[src/rtl/calc2_req_adapter_if.sv]
// Valid/ready request/response bus plus the calc2 port wiring for one calc2_req_adapter.
// The adapter takes the slave view; the requester/calc2 side takes the master view.
interface calc2_req_adapter_if;
    logic        req_valid;
    logic        req_ready;
    logic [3:0]  req_cmd;
    logic [31:0] req_op1;
    logic [31:0] req_op2;

    logic        rsp_valid;
    logic        rsp_ready;
    logic [1:0]  rsp_code;
    logic [31:0] rsp_data;
    logic [1:0]  rsp_tag;

    logic [3:0]  cmd_out;
    logic [31:0] data_out;
    logic [1:0]  tag_out;

    logic [1:0]  resp_in;
    logic [31:0] data_in;
    logic [1:0]  tag_in;

    logic [3:0]  outstanding;
    logic        err_unexp;

    modport slave (
        input  req_valid, req_cmd, req_op1, req_op2, rsp_ready, resp_in, data_in, tag_in,
        output req_ready, rsp_valid, rsp_code, rsp_data, rsp_tag,
               cmd_out, data_out, tag_out, outstanding, err_unexp
    );

    modport master (
        output req_valid, req_cmd, req_op1, req_op2, rsp_ready, resp_in, data_in, tag_in,
        input  req_ready, rsp_valid, rsp_code, rsp_data, rsp_tag,
               cmd_out, data_out, tag_out, outstanding, err_unexp
    );
endinterface

[src/rtl/calc2_req_adapter.sv]
// Per-port calc2 front end: tag allocation, two-cycle request issue, response
// collection by tag with per-tag timeout, and a 4-entry in-order response FIFO.
module calc2_req_adapter #(
    parameter int unsigned TIMEOUT = 64
) (
    input logic               c_clk,
    input logic               reset,
    calc2_req_adapter_if.slave bus
);

    // state | meaning
    // IDLE  | calc-side outputs 0, ready for a request
    // SEND1 | cmd/op1/tag on the calc2 port
    // SEND2 | op2 on the calc2 port, may accept the next request
    typedef enum logic [1:0] {IDLE, SEND1, SEND2} state_e;

    localparam int AW = $clog2(TIMEOUT + 1);
    localparam logic [AW-1:0] AGE_MAX = AW'(TIMEOUT);

    typedef struct packed {
        logic [1:0]  code;
        logic [31:0] data;
        logic [1:0]  tag;
    } entry_t;

    state_e      state_q;
    logic [3:0]  cmd_q;
    logic [31:0] data_q;
    logic [1:0]  tag_q;
    logic [31:0] op2_q;

    logic [3:0]    outst_q, outst_d;
    logic [AW-1:0] age_q [4];
    logic [AW-1:0] age_d [4];
    logic          err_q, err_d;

    entry_t     fifo_q [4];
    logic [1:0] wr_q, rd_q;
    logic [2:0] cnt_q;

    logic       req_ready;
    logic       accept;
    logic [1:0] alloc_tag;
    logic       rsp_hit, rsp_unexp;
    logic [3:0] expired;
    logic       to_valid;
    logic [1:0] to_tag;
    logic       push, pop;
    entry_t     push_entry;
    entry_t     head;
    logic       rsp_valid;

    assign req_ready = ~reset & ((state_q == IDLE) | (state_q == SEND2)) & (outst_q != 4'hF);
    assign accept    = bus.req_valid & req_ready;

    always_comb begin
        alloc_tag = '0;
        for (int i = 3; i >= 0; i--) begin
            if (!outst_q[i]) alloc_tag = 2'(i);
        end
    end

    assign rsp_hit   = (bus.resp_in != 2'b00) &  outst_q[bus.tag_in];
    assign rsp_unexp = (bus.resp_in != 2'b00) & ~outst_q[bus.tag_in];

    always_comb begin
        expired = '0;
        for (int i = 0; i < 4; i++) expired[i] = outst_q[i] & (age_q[i] == AGE_MAX);
    end

    always_comb begin
        to_tag = '0;
        for (int i = 3; i >= 0; i--) begin
            if (expired[i]) to_tag = 2'(i);
        end
    end

    // A real response always takes the single push slot; a pending timeout waits.
    assign to_valid = ~rsp_hit & (expired != 4'h0);
    assign push     = rsp_hit | to_valid;

    always_comb begin
        if (rsp_hit) push_entry = '{code: bus.resp_in, data: bus.data_in, tag: bus.tag_in};
        else         push_entry = '{code: 2'b11, data: 32'h0, tag: to_tag};
    end

    always_comb begin
        outst_d = outst_q;
        if (rsp_hit)       outst_d[bus.tag_in] = 1'b0;
        else if (to_valid) outst_d[to_tag]     = 1'b0;
        if (accept)        outst_d[alloc_tag]  = 1'b1;
    end

    always_comb begin
        for (int i = 0; i < 4; i++) begin
            age_d[i] = age_q[i];
            if (accept && (alloc_tag == 2'(i)))            age_d[i] = '0;
            else if (outst_q[i] && (age_q[i] != AGE_MAX)) age_d[i] = age_q[i] + 1'b1;
        end
    end

    assign err_d = err_q | rsp_unexp;

    assign rsp_valid = (cnt_q != 3'd0);
    assign pop       = rsp_valid & bus.rsp_ready;
    assign head      = fifo_q[rd_q];

    always_ff @(posedge c_clk) begin
        if (reset) begin
            state_q <= IDLE;
            cmd_q   <= '0;
            data_q  <= '0;
            tag_q   <= '0;
            op2_q   <= '0;
        end else begin
            case (state_q)
                SEND1: begin
                    state_q <= SEND2;
                    cmd_q   <= '0;
                    data_q  <= op2_q;
                    tag_q   <= '0;
                end
                default: begin
                    if (accept) begin
                        state_q <= SEND1;
                        cmd_q   <= bus.req_cmd;
                        data_q  <= bus.req_op1;
                        tag_q   <= alloc_tag;
                        op2_q   <= bus.req_op2;
                    end else begin
                        state_q <= IDLE;
                        cmd_q   <= '0;
                        data_q  <= '0;
                        tag_q   <= '0;
                    end
                end
            endcase
        end
    end

    always_ff @(posedge c_clk) begin
        if (reset) begin
            outst_q <= '0;
            err_q   <= 1'b0;
            wr_q    <= '0;
            rd_q    <= '0;
            cnt_q   <= '0;
            for (int i = 0; i < 4; i++) age_q[i] <= '0;
        end else begin
            outst_q <= outst_d;
            err_q   <= err_d;
            for (int i = 0; i < 4; i++) age_q[i] <= age_d[i];
            if (push) begin
                fifo_q[wr_q] <= push_entry;
                wr_q         <= wr_q + 2'd1;
            end
            if (pop) rd_q <= rd_q + 2'd1;
            cnt_q <= cnt_q + 3'(push) - 3'(pop);
        end
    end

    assign bus.req_ready   = req_ready;
    assign bus.rsp_valid   = rsp_valid;
    assign bus.rsp_code    = rsp_valid ? head.code : 2'b00;
    assign bus.rsp_data    = rsp_valid ? head.data : 32'h0;
    assign bus.rsp_tag     = rsp_valid ? head.tag  : 2'b00;
    assign bus.cmd_out     = cmd_q;
    assign bus.data_out    = data_q;
    assign bus.tag_out     = tag_q;
    assign bus.outstanding = outst_q;
    assign bus.err_unexp   = err_q;

endmodule

[src/flat_wrapper.sv]
// flat-port wrapper written by rule: the top's interface ports become plain ports
module calc2_req_adapter_flat 
#(
    parameter int unsigned TIMEOUT = 64
)
  (c_clk, reset, bus_req_valid, bus_req_cmd, bus_req_op1, bus_req_op2, bus_rsp_ready, bus_resp_in, bus_data_in, bus_tag_in, bus_req_ready, bus_rsp_valid, bus_rsp_code, bus_rsp_data, bus_rsp_tag, bus_cmd_out, bus_data_out, bus_tag_out, bus_outstanding, bus_err_unexp);
  calc2_req_adapter_if bus_i ();
  input logic c_clk;
  input logic reset;
  input wire logic [$bits(bus_i.req_valid)-1:0] bus_req_valid;
  input wire logic [$bits(bus_i.req_cmd)-1:0] bus_req_cmd;
  input wire logic [$bits(bus_i.req_op1)-1:0] bus_req_op1;
  input wire logic [$bits(bus_i.req_op2)-1:0] bus_req_op2;
  input wire logic [$bits(bus_i.rsp_ready)-1:0] bus_rsp_ready;
  input wire logic [$bits(bus_i.resp_in)-1:0] bus_resp_in;
  input wire logic [$bits(bus_i.data_in)-1:0] bus_data_in;
  input wire logic [$bits(bus_i.tag_in)-1:0] bus_tag_in;
  output wire logic [$bits(bus_i.req_ready)-1:0] bus_req_ready;
  output wire logic [$bits(bus_i.rsp_valid)-1:0] bus_rsp_valid;
  output wire logic [$bits(bus_i.rsp_code)-1:0] bus_rsp_code;
  output wire logic [$bits(bus_i.rsp_data)-1:0] bus_rsp_data;
  output wire logic [$bits(bus_i.rsp_tag)-1:0] bus_rsp_tag;
  output wire logic [$bits(bus_i.cmd_out)-1:0] bus_cmd_out;
  output wire logic [$bits(bus_i.data_out)-1:0] bus_data_out;
  output wire logic [$bits(bus_i.tag_out)-1:0] bus_tag_out;
  output wire logic [$bits(bus_i.outstanding)-1:0] bus_outstanding;
  output wire logic [$bits(bus_i.err_unexp)-1:0] bus_err_unexp;
  assign bus_i.req_valid = bus_req_valid;
  assign bus_i.req_cmd = bus_req_cmd;
  assign bus_i.req_op1 = bus_req_op1;
  assign bus_i.req_op2 = bus_req_op2;
  assign bus_i.rsp_ready = bus_rsp_ready;
  assign bus_i.resp_in = bus_resp_in;
  assign bus_i.data_in = bus_data_in;
  assign bus_i.tag_in = bus_tag_in;
  assign bus_req_ready = bus_i.req_ready;
  assign bus_rsp_valid = bus_i.rsp_valid;
  assign bus_rsp_code = bus_i.rsp_code;
  assign bus_rsp_data = bus_i.rsp_data;
  assign bus_rsp_tag = bus_i.rsp_tag;
  assign bus_cmd_out = bus_i.cmd_out;
  assign bus_data_out = bus_i.data_out;
  assign bus_tag_out = bus_i.tag_out;
  assign bus_outstanding = bus_i.outstanding;
  assign bus_err_unexp = bus_i.err_unexp;
  calc2_req_adapter #(.TIMEOUT(TIMEOUT)) u_core (.c_clk(c_clk), .reset(reset), .bus(bus_i));
endmodule
[config.mk]
export PLATFORM = sky130hd
export DESIGN_NAME = calc2_req_adapter_flat
export DESIGN_NICKNAME = d
export VERILOG_FILES = /design/src/rtl/calc2_req_adapter_if.sv /design/src/rtl/calc2_req_adapter.sv /design/src/flat_wrapper.sv
export SDC_FILE = /design/constraint.sdc
export NUM_CORES = 1
export LEC_CHECK = 0
export BUFFER_PORTS_ARGS = -buffer_cell sky130_fd_sc_hd__buf_2
export CAP_MARGIN = 15
export CORE_MARGIN = 5
export CORE_UTILIZATION = 33
export CTS_CLUSTER_DIAMETER = 100
export CTS_CLUSTER_SIZE = 12
export DETAILED_ROUTE_END_ITERATION = 16
export PLACE_DENSITY_LB_ADDON = 0.3
export SYNTH_ARGS = -nofsm -noshare
export SYNTH_HDL_FRONTEND = slang
export SYNTH_SLANG_ARGS = --single-unit
[constraint.sdc]
create_clock -name c_clk -period 6.2 [get_ports c_clk]
set_clock_uncertainty 0.1 [all_clocks]
set_input_delay 0.31 -clock c_clk [delete_from_list [all_inputs] [get_ports c_clk]]
set_output_delay 0.31 -clock c_clk [all_outputs]
set_load 0.02 [all_outputs]
# Word-level counts from Yosys, hierarchy flattened

Memory sizes are Yosys's and may differ from the RTL's. A register that Yosys moved wholly into a read port is not among the register bits.
Index checks and enable logic that the tools add are counted.

Bits in registers: 84
Bits in latches: 0
Bits in writable memories: 172
ROM bits: 0
Input bits: 108
Memories kept: 2

Memories:

| name          | words | bits a word | read ports | clocked after memory_dff | write ports | line                    | RTL |
|---|---|---|---|---|---|---|---|
| u_core.fifo_q | 4     | 36          | 1          | 1                        | 1           | calc2_req_adapter.sv:37 | `entry_t fifo_q [4];` |
| u_core.age_q  | 4     | 7           | 4          | 0                        | 4           | calc2_req_adapter.sv:33 | `logic [AW-1:0] age_q [4];` |

$add $sub $neg: 8
$mul: 0
Divide/modulo/power cells: 0
Order comparisons: 6
Eq/ne operators: 14
Shift-type cells: 0
Muxes and demuxes: 47
Bitwise logic cells: 28
Reductions and logical operators: 19

Operators by type and width:

| operator              | count |
|---|---|
| $mux W32              | 3 |
| $mux W7               | 12 |
| $mux W36              | 1 |
| $add A7 B1 Y7 const B | 4 |
| $eq A7 B7 Y1 const B  | 4 |
| $ne A7 B7 Y1 const B  | 4 |
| $mux W2               | 13 |
| $mux W4               | 3 |
| $and A1 B1 Y1         | 11 |
| $logic_and A1 B1 Y1   | 11 |
| $mux W1               | 11 |
| $lt A2 B3 Y1 const B  | 3 |
| $and A4 B4 Y4         | 2 |
| $not A4 Y4            | 2 |
| $or A1 B1 Y1          | 7 |
| $demux W1 S2          | 3 |
| $eq A2 B2 Y1 const B  | 3 |
| $ge A2 B1 Y1 const B  | 3 |
| $not A1 Y1            | 5 |
| $add A2 B1 Y2 const B | 2 |
| $eq A2 B1 Y1 const B  | 2 |
| $logic_not A2 Y1      | 2 |
| $ne A4 B4 Y1 const B  | 1 |
| $or A4 B4 Y4          | 1 |
| other kinds (9)       | 9 |

# Depth between registers and ports, before layout

Gate-level depths: netlist of the first run.
An unclocked memory read counts as a cell.

Depth after elaboration: 17
Gate-level depth with buffers: 12

# Least setup slack after synthesis of the first run

Ideal clock, no wire load.

Kind: reg2reg
From: memory u_core.age_q[0][9] (netlist bit)
To: memory u_core.fifo_q[0][0] (netlist bit), enable pin
Data arrival time: 3.911 ns
Data required time: 5.618 ns
Slack: 1.707 ns
Stages on the path, launching flop included: 7
Path buffers: 1
Clock period less this slack: 4.493 ns
Cell sequence: dfxtp_1 > nor4_4 > nand4_1 > nor3b_4 > and3_1 > buf_6 > nor3b_1

RTL lines:

| item        | line |
|---|---|
| from (decl) | calc2_req_adapter.sv:33 |
| to (decl)   | calc2_req_adapter.sv:37 |

# Final worst setup path of the first run

From: register u_core.outst_q[0], in the netlist u_core.bus.outstanding[0]
To: memory u_core.fifo_q[0][24] (netlist bit), enable pin

Longest elaborated chain between the ends: 9
Elaborated cells between the ends (all ways): 11

Ends and longest elaborated chain:

| item                              | line                     | RTL |
|---|---|---|
| from (decl)                       | calc2_req_adapter.sv:32  | `logic [3:0] outst_q, outst_d;` |
| from (signal assigned)            | calc2_req_adapter.sv:150 | `outst_q <= outst_d;` |
| $bmux W1 S2                       | calc2_req_adapter.sv:63  | `assign rsp_hit = (bus.resp_in != 2'b00) & outst_q[bus.tag_in];` |
| $mux W1 (implied by the code)     | calc2_req_adapter.sv:63  |  |
| $and A1 B1 Y1                     | calc2_req_adapter.sv:63  |  |
| $not A1 Y1                        | calc2_req_adapter.sv:79  | `assign to_valid = ~rsp_hit & (expired != 4'h0);` |
| $and A1 B1 Y1                     | calc2_req_adapter.sv:79  |  |
| $or A1 B1 Y1 (*)                  | calc2_req_adapter.sv:80  | `assign push = rsp_hit \| to_valid;` |
| $mux W1 (*)                       | calc2_req_adapter.sv:153 | `if (push) begin` |
| $mux W1 (*)                       | calc2_req_adapter.sv:142 | `if (reset) begin` |
| $mux W1 (implied by the code) (*) | calc2_req_adapter.sv:154 | `fifo_q[wr_q] <= push_entry;` |

Mark *: on every way between the ends. The rest lies on a longest branch, timed or not. The select of a mux whose other input is x is not followed.

==> results_dict.tcl, run 1 <==
set metrics [dict create \
    status "complete, no violations" \
    yosys.area.top_type "edfxtp_1" \
    drc 0 \
    async_reset_ff_frac 0 \
    yosysMostFrequentCell "edfxtp_1" \
    pin_count 189 \
    synth_edf_count 144 \
    hp-start "bus_data_in[26]" \
    post_synth_instance_area_mm2 0.0101 \
    final_util 0.424 \
    drive_gt1_frac 0.278 \
    grt_start_max_net_pins 71 \
    overflow 0 \
    final_area_mm2 0.0129 \
    start_util 0.332 \
    cpMaxStageDelayCell "o22ai_4" \
    leakagePower_nw 4.83 \
    die_x_um 185 \
    clk_pin_slew_ps 60 \
    syn-num-nets 868 \
    placed_cell_area_mm2 0.0114 \
    area_growth_pct 27.7 \
    cp_max_fo 39 \
    path_depth 6 \
    synth_warnings 0 \
    first_pass_iters 5 \
    crit_path_end_kind "flop" \
    drtAntennaViolNets 0 \
    post_drt_wl_per_cell_um 16.6 \
    die_area_mm2 0.0341 \
    start_kind "flop" \
    slowest_delay_ps 840 \
    min_path_cells 2 \
    synth_top_cell_area_share 0.429 \
    slew_violations 0 \
    rsz0062_at_grt "no" \
    post-route-min-period_ps 3270 \
    path_cells "mux2i_2, o22ai_4, nor3b_4, and3_1, nor3b_2, buf_4" \
    power.density_mw_per_mm2 324 \
    power_mw 4.17 \
    setup_viol 0 \
    die_y_um 185 \
    peakVddDrop_mv 0.161 \
    synth_cell_type_count 45 \
    yosysSeqAreaShare 0.656 \
    maxCapViolCount 0 \
    grt_pass1_vias 6930 \
    ys.flop_type "edfxtp_1" \
    timing.rr.start "u_core.bus.outstanding[0]" \
    synth_common_cells "edfxtp_1 (144), dfxtp_1 (114), nand2_1 (84)" \
    numClockSinks 258 \
    critical_path_buf_inv_count 1 \
    gp_congestion 0.745 \
    period_share 0.527 \
    reg2regPathDepth 6 \
    cts_tree "yes" \
    grt_pass1_wl_mm 37.0 \
    synthTopCellsByArea "edfxtp_1 (43%), dfxtp_1 (23%), mux4_2 (8.0%)" \
    max_freq_mhz 306 \
    viasPerCell 4.72 \
    netlist_instances 745 \
    finalHoldViolCount 0 \
    tightest_slew_ps 1080 \
    avgSynthCellArea_um2 13.5 \
    setup.worst_path.start "u_core.bus.outstanding[0]" \
    drtIter0Drc 292 \
    clk_latency_ps 530 \
    routed_wl_mm 23.4 \
    worstPathRequired_ps 6260 \
    hold_class "in2reg" \
    crit_type "reg2reg" \
    slew_headroom 0.278 \
    synth_seq_cells 258 \
    arrival_ps 3330 \
    antenna_found_initial 0 \
    layout.nets 1118 \
    tns_ps 0 \
    grt_use_total 0.135 \
    numCtsBuffers 25 \
    critical-path-top-delay-family "compound AO/OA/AOI/OAI gates" \
    htree_levels 1 \
    vias 6641 \
    clockBufferDepth 3 \
    clock-root-buffer "clkbuf_16" \
    numPortBuffers 188 \
    row_count 64 \
    core_area_mm2 0.0303 \
    detailed_place_hpwl_mm 14.2 \
    cts_resized 0 \
]
-- repair_timing --
item                      4_1_cts  5_1_grt
buffers inserted                0        0
hold endpoints to repair       68        0
hold buffers                   68        0
-- state kept, by name (all words and copies together) (netlist names), named ones only --
signal and flops:
u_core.fifo_q 144, u_core.bus.data_out 32, u_core.op2_q 32, u_core.age_q 28
u_core.bus.cmd_out 4, u_core.bus.outstanding 4, u_core.cnt_q 3, u_core.bus.tag_out 2
u_core.rd_q 2, u_core.state_q 2, u_core.wr_q 2, u_core.bus.err_unexp 1
-- path summary, 6_finish.rpt --
kind                            slack (ps)                   end
worst max-delay path                  2930  u_core.fifo_q[0][24]
worst min-delay path                    40  u_core.fifo_q[2][28]
worst max register to register        2930  u_core.fifo_q[0][24]
worst min register to register         360      u_core.op2_q[27]
-- cell usage in the layout (no fill, tap or decap), types with 2 or more instances in the layout --
cell / n
nand2_1: 84
dlygate4sd3_1: 68
mux2i_2: 2
dfxtp_2: 2
a22o_1: 33
or3_1: 5
dfxtp_1: 112
nand3_1: 12
clkbuf_1: 13
buf_4: 8
and3_1: 2
nand4_1: 12
and2_1: 74
mux4_2: 36
nor4_1: 3
nor3b_2: 5
a21oi_1: 41
clkbuf_16: 25
nand2b_1: 8
o211ai_1: 3
edfxtp_1: 144
xor2_1: 14
o21ai_0: 6
o21bai_1: 2
nor2_1: 44
xnor2_1: 12
ha_1: 14
inv_1: 15
buf_2: 188
-- where the power goes --
| part | total, mW | leakage (nW) | switching [mW] | internal, mW |
|---|---|---|---|---|
| Clock | 1.42 | 0.355 | 0.620 | 0.802 |
| Sequential | 1.88 | 2.22 | 0.0410 | 1.84 |
| Combinational | 0.866 | 2.27 | 0.475 | 0.391 |
| Total | 4.17 | 4.83 | 1.14 | 3.03 |
-- metrics by stage --
step,worst slack [ps],hold slack [ps],cells
after global routing,2580,43.6,1405
after global placement,2970,342,1295
after detailed placement,2830,347,1295
final,2930,40.5,1406
after floorplan,1710,332,745
after CTS,2830,20.8,1404
-- per-layer routing --
layer / track usage / vias to the layer above / routed length, um
met1: 0.171 / 3212 / 9930
met3: 0.0357 / 38 / 1720
met4: 0.0349 / 0 / 551
met5: 0 / - / 0
li1: - / 3182 / -
met2: 0.229 / 209 / 11200
-- area by class of cell --
cell class	instances	area (um^2)
Multi-Input combinational cell	429	3260
Inverter	16	60.1
Timing Repair Buffer	265	1700
Fill cell	2804	17500
Tap cell	396	495
Clock buffer	39	688
Clock inverter	2	50.0
Antenna cell	1	2.50
Sequential cell	258	6610
-- cell families after synthesis --
family	Yosys count	synth area share
DFF	258	0.656
and+or+nand+nor	257	0.131
AOI/OAI and AO/OA	91	0.0613
buffers and inverters	58	0.0241
muxes	40	0.0857
xor gates and xnor gates	26	0.0226
adders and majority gates	15	0.0194
No activity file was read; power rests on OpenSTA's default activity.
==> run 2: changes to the inputs <==
--- a/config.mk
+++ b/config.mk
@@ -5,6 +5,7 @@
 export SDC_FILE = /design/constraint.sdc
 export NUM_CORES = 1
 export LEC_CHECK = 0
+export ABC_AREA = 1
 export BUFFER_PORTS_ARGS = -buffer_cell sky130_fd_sc_hd__buf_2
 export CAP_MARGIN = 15
 export CORE_MARGIN = 5
==> constraint.sdc (replaced) <==
create_clock -name c_clk -period 3.4 [get_ports c_clk]
set_clock_uncertainty 0.1 [all_clocks]
set_input_delay 0.17 -clock c_clk [delete_from_list [all_inputs] [get_ports c_clk]]
set_output_delay 0.17 -clock c_clk [all_outputs]
set_load 0.02 [all_outputs]
==> run 2 against run 1 <==
Net effect: synthesized cell count is 46% higher; final area is 5.7% higher; wire length grew 14%; register-to-register slack worse by 2000 ps; cell count up 27%; combinational power grew 110%; die area increased by 3.3%; utilization is 0.92 points higher; critical endpoint is now bus_rsp_tag[1]; largest power group unchanged; highest routed layer unchanged.
==> results_dict.tcl, run 2 <==
set metrics [dict create \
    grt.busiest_layer "met2" \
    yosys.area.top_type "edfxtp_1" \
    clk_latency_ps 520 \
    critical_path_buf_inv_count 3 \
    worstPathRequired_ps 3130 \
    die_area_mm2 0.0353 \
    die_x_um 188 \
    synthTopCellsByArea "edfxtp_1 (41%), dfxtp_1 (22%), nor2_1 (8.0%)" \
    drtIter0Drc 393 \
    synth_edf_count 144 \
    grt_pass1_wl_mm 42.7 \
    peakVddDrop_mv 0.319 \
    syn-num-nets 1209 \
    drc 0 \
    largest_reg_flops 144 \
    crit_type "reg2out" \
    numClockSinks 258 \
    arrival_ps 2560 \
    antenna_found_initial 0 \
    multi_input_area_mm2 0.00312 \
    yosysSeqAreaShare 0.633 \
    insertedDiodeCount 0 \
    netlist_instances 1086 \
    grt_pass1_vias 8268 \
    row_count 65 \
    layout.nets 1496 \
    num-fill-cells 3010 \
    clk_pin_slew_ps 60 \
    cp_max_fo 36 \
    leakagePower_nw 5.55 \
    clock-root-buffer "clkbuf_16" \
    period_share 0.832 \
    viasPerCell 4.55 \
    path_cells "clkinv_1, buf_4, nor2_1, o21ai_0, a21oi_1, buf_2" \
    cts_tree "yes" \
    rsz0062_at_grt "no" \
    numPortBuffers 188 \
    synth_common_cells "nor2_1 (221), edfxtp_1 (144), inv_1 (129)" \
    cts_resized 0 \
    numCtsBuffers 25 \
    avgSynthCellArea_um2 9.61 \
    cpMaxStageDelayCell "dfxtp_1" \
    gp_congestion 0.768 \
    clockBufferDepth 3 \
    final_area_mm2 0.0136 \
    pin_count 189 \
    htree_levels 1 \
    seq_area_mm2 0.00661 \
    finalHoldViolCount 0 \
    final_common_cell "nor2_1" \
    crit_path_end_kind "output port" \
    overflow 0 \
    critical-path-top-delay-family "flip-flops" \
    start_util 0.332 \
    slowest_delay_ps 840 \
    core_area_mm2 0.0314 \
    instances_no_fill 1787 \
    area_growth_pct 30.4 \
    drive_gt1_frac 0.187 \
    slew_violations 0 \
    post_synth_instance_area_mm2 0.0104 \
    dp.cells 1641 \
    max_freq_mhz 354 \
    ys.flop_type "edfxtp_1" \
    yosysMostFrequentCell "nor2_1" \
    hold_class "in2reg" \
    met3_usage 0.0395 \
    synth_warnings 0 \
    die_y_um 188 \
    setup_viol 0 \
    vias 8133 \
    drtAntennaViolNets 0 \
    async_reset_ff_frac 0 \
    power.density_mw_per_mm2 569 \
    synth_seq_cells 258 \
    maxCapViolCount 0 \
    most-common-layout-cells "nor2_1 (217), buf_2 (188), edfxtp_1 (144), inv_1 (129), dfxtp_1 (113)" \
    synth_top_cell_area_share 0.415 \
    fin_ws_ps 572 \
    tns_ps 0 \
    pre_cts_slack_ps 880 \
    slew_headroom 0.466 \
    detailed_place_hpwl_mm 16.7 \
    tightest_slew_ps 800 \
    grt_start_max_net_pins 73 \
    met2_usage 0.251 \
    routed_wl_mm 26.5 \
    start_kind "flop" \
    status "complete, no violations" \
    final_util 0.433 \
    use_met1 0.184 \
    placed_cell_area_mm2 0.0118 \
    top_register "u_core.fifo_q" \
    post_drt_wl_per_cell_um 14.8 \
    post-route-min-period_ps 2830 \
    synth_cell_type_count 32 \
    first_pass_iters 5 \
    grt_use_total 0.146 \
]
[run 2: changes by cell type after synthesis, sizes merged, moves of 11 or more]
cell and change:
buf +11, a22o -33, inv +120, nand3 +16, a21oi +51, and2 -74
mux4 -36, nor2 +178, xnor2 -11, o21ai +147
[run 2: where the power goes]
group          total, mW  internal, mW  switching, mW
clock               2.48          1.35           1.12
sequential          3.41          3.35         0.0552
combinational       1.85         0.599           1.25
total               7.74          5.31           2.43
[run 2: path summary, 6_finish.rpt]
kind,to,slack (ps),startpoint,depth (start not counted)
setup reg to reg,u_core.fifo_q[1][16],890,u_core.age_q[0][0],11
hold reg to reg,u_core.op2_q[7],350,u_core.op2_q[7],2
hold / removal,u_core.fifo_q[3][2],0.5,bus_data_in[0],3
setup / recovery,bus_rsp_tag[1],570,flop,6
[run 2: cell type report]
class	count	share of cell area
Timing Repair Buffer	310	0.159
Clock inverter	2	0.00129
Multi-Input combinational cell	641	0.230
Inverter	137	0.0378
Sequential cell	258	0.486
Tap cell	402	0.0370
Clock buffer	37	0.0493
[run 2: logic make-up after synthesis]
group	count (synthesis)	synth area share
xor+xnor	12	0.0101
simple gates	366	0.143
compound gates	248	0.124
fa+ha+maj	15	0.0187
buf+inv	187	0.0706
flops	258	0.633
[run 2: timing repair]
action	CTS	global route
setup endpoints to repair	0	0
hold buffers	107	0
endpoints found under the hold margin	212	0
buffers inserted	0	0
[run 2: stage by stage]
stage	power, mW	hold slack, ps
after floorplan	4.59	182
after global placement	5.26	270
after detailed placement	5.27	274
after CTS	7.85	1.97
after global routing	8.15	26.2
final	7.74	0.493
[run 2: metal layers]
layer | up-vias | share of wire
met3 | 34 | 0.079
li1 | 4147 | -
met5 | - | 0
met1 | 3710 | 0.44
met4 | 0 | 0.020
met2 | 242 | 0.47
[run 2: worst min-delay path, stage by stage]
cell and delay, ps:
buf_2 90, inv_1 80, nor2_1 90
==> run 3: changes to the inputs <==
==> constraint.sdc (replaced) <==
create_clock -name c_clk -period 2.56 [get_ports c_clk]
set_clock_uncertainty 0.1 [all_clocks]
set_input_delay 0.128 -clock c_clk [delete_from_list [all_inputs] [get_ports c_clk]]
set_output_delay 0.128 -clock c_clk [all_outputs]
set_load 0.02 [all_outputs]
==> run 3 against run 2 <==
Net effect: combinational power is 36% higher; critical path depth grew 5; global-route usage is 0.38 points higher; non-clock buffer count is 6 higher; count of clock-buffer cells in the layout increased by 1.
==> results_dict.tcl, run 3 (synthesis results as in run 2) <==
set metrics [dict create \
    status "complete, no violations" \
    crit_type "reg2reg" \
    htree_levels 1 \
    rsz0062_at_grt "no" \
    arrival_ps 2390 \
    first_pass_iters 5 \
    core_area_mm2 0.0314 \
    cts_tree "yes" \
    most-common-layout-cells "nor2_1 (217), buf_2 (188), edfxtp_1 (144), inv_1 (129), dfxtp_1 (113)" \
    row_count 65 \
    overflow 0 \
    seq_area_mm2 0.00661 \
    hp-start "bus_tag_in[0]" \
    grt_start_max_net_pins 73 \
    layout.nets 1502 \
    fin_ws_ps 259 \
    start_util 0.332 \
    antenna_found_initial 0 \
    numPortBuffers 188 \
    grt_use_total 0.150 \
    start_kind "flop" \
    grt_pass1_vias 8601 \
    die_y_um 188 \
    numCtsBuffers 25 \
    clk_pin_slew_ps 60 \
    period_share 0.899 \
    num-fill-cells 3022 \
    hold_class "in2reg" \
    slew_violations 0 \
    drtAntennaViolNets 0 \
    dp.cells 1645 \
    timing.rr.start "u_core.age_q[0][0]" \
    vias 8191 \
    max_freq_mhz 435 \
    pin_count 189 \
    peakVddDrop_mv 0.556 \
    slew_headroom 0.618 \
    maxCapViolCount 0 \
    worstPathRequired_ps 2650 \
    clockBufferDepth 3 \
    largest_reg_flops 144 \
    cp_max_fo 36 \
    clock-root-buffer "clkbuf_16" \
    multi_input_area_mm2 0.00313 \
    drive_gt1_frac 0.190 \
    drc 0 \
    die_area_mm2 0.0353 \
    timing.rr.end "u_core.fifo_q[2][18]" \
    top_register "u_core.fifo_q" \
    reg2regPathDepth 11 \
    drtIter0Drc 446 \
    post_drt_wl_per_cell_um 15.0 \
    min_path_cells 6 \
    crit_path_end_kind "flop" \
    detailed_place_hpwl_mm 16.4 \
    pre_cts_slack_ps 192 \
    numClockSinks 258 \
    grt_pass1_wl_mm 44.0 \
    viasPerCell 4.57 \
    hold_slack_ps 50.8 \
    die_x_um 188 \
    area_growth_pct 31.3 \
    leakagePower_nw 5.59 \
    post-route-min-period_ps 2300 \
    finalHoldViolCount 0 \
    power.density_mw_per_mm2 753 \
    routed_wl_mm 26.8 \
    instances_no_fill 1793 \
    final_common_cell "nor2_1" \
    tightest_slew_ps 567 \
    min_to "u_core.bus.outstanding[1]" \
    reg2reg_slack_ps 260 \
    clk_latency_ps 510 \
    setup_viol 0 \
    insertedDiodeCount 0 \
    power_mw 10.3 \
    gp_congestion 0.796 \
]
==> run 3: changes by cell type in the layout (fill, tap and decap cells not counted), sizes merged <==
cell / before / now
inv: 137 / 136
clkbuf: 37 / 38
buf: 203 / 208
dlygate4sd3: 107 / 108
==> run 3: how the worst max path moves through the flow <==
stage,from,to,slack [ps],cells after the start
final,u_core.age_q[0][0],u_core.fifo_q[2][18],260,11
after detailed placement,u_core.age_q[0][0],u_core.fifo_q[3][20],190,11
after floorplan,u_core.bus.outstanding[2],u_core.fifo_q[0][0],-210,9
after CTS,flop,bus_rsp_data[26],140,5
after global routing,u_core.age_q[0][7],u_core.fifo_q[0][19],50,11
after global placement,u_core.age_q[0][0],u_core.fifo_q[3][23],260,11
==> run 3: area by class of cell <==
cell class,instances,share of cell area
clock buffers,38,0.0492
well taps,402,0.0367
repair buffers,316,0.165
clock inverters,1,0.000640
inverters,137,0.0376
multi-input cells,641,0.228
flip-flops and latches,258,0.483
==> run 3: routing by layer <==
| metal | up-vias | GRT usage | part of all wire |
|---|---|---|---|
| met5 | - | 0 | 0 |
| met4 | 0 | 0.0296 | 0.015 |
| met3 | 31 | 0.0370 | 0.067 |
| met2 | 205 | 0.266 | 0.49 |
| met1 | 3790 | 0.186 | 0.43 |
| li1 | 4165 | - | - |
==> run 3: what timing repair did <==
| action | 4_1_cts | 5_1_grt |
|---|---|---|
| endpoints found under the hold margin | 221 | 0 |
| resized for setup | 0 | 0 |
| hold buffers | 108 | 0 |
| setup buffers | 0 | 1 |
| setup endpoints to repair | 0 | 30 |
==> run 3: where the power goes <==
part	internal, mW	switching (mW)
clock	1.80	1.48
sequential	4.45	0.0626
combinational	0.830	1.69
==> run 3: metrics by stage <==
| step | util | cell area [um^2] | setup TNS [ps] |
|---|---|---|---|
| global placement | 0.380 | 11900 | 0 |
| global route | 0.436 | 13700 | 0 |
| floorplan | - | 10400 | -30000 |
| CTS | 0.436 | 13700 | 0 |
| detailed placement | 0.380 | 11900 | 0 |
| finish | 0.436 | 13700 | 0 |
==> run 3: worst max-delay path: stages (launching register included) <==
cell	delay, ps
dfxtp_1	350
inv_1	80
ha_1	160
nand2_1	60
inv_1	60
nand4_1	100
nand2_1	150
nor2_1	70
nand2_1	140
nand2_1	250
nor2_4	180
buf_12	230
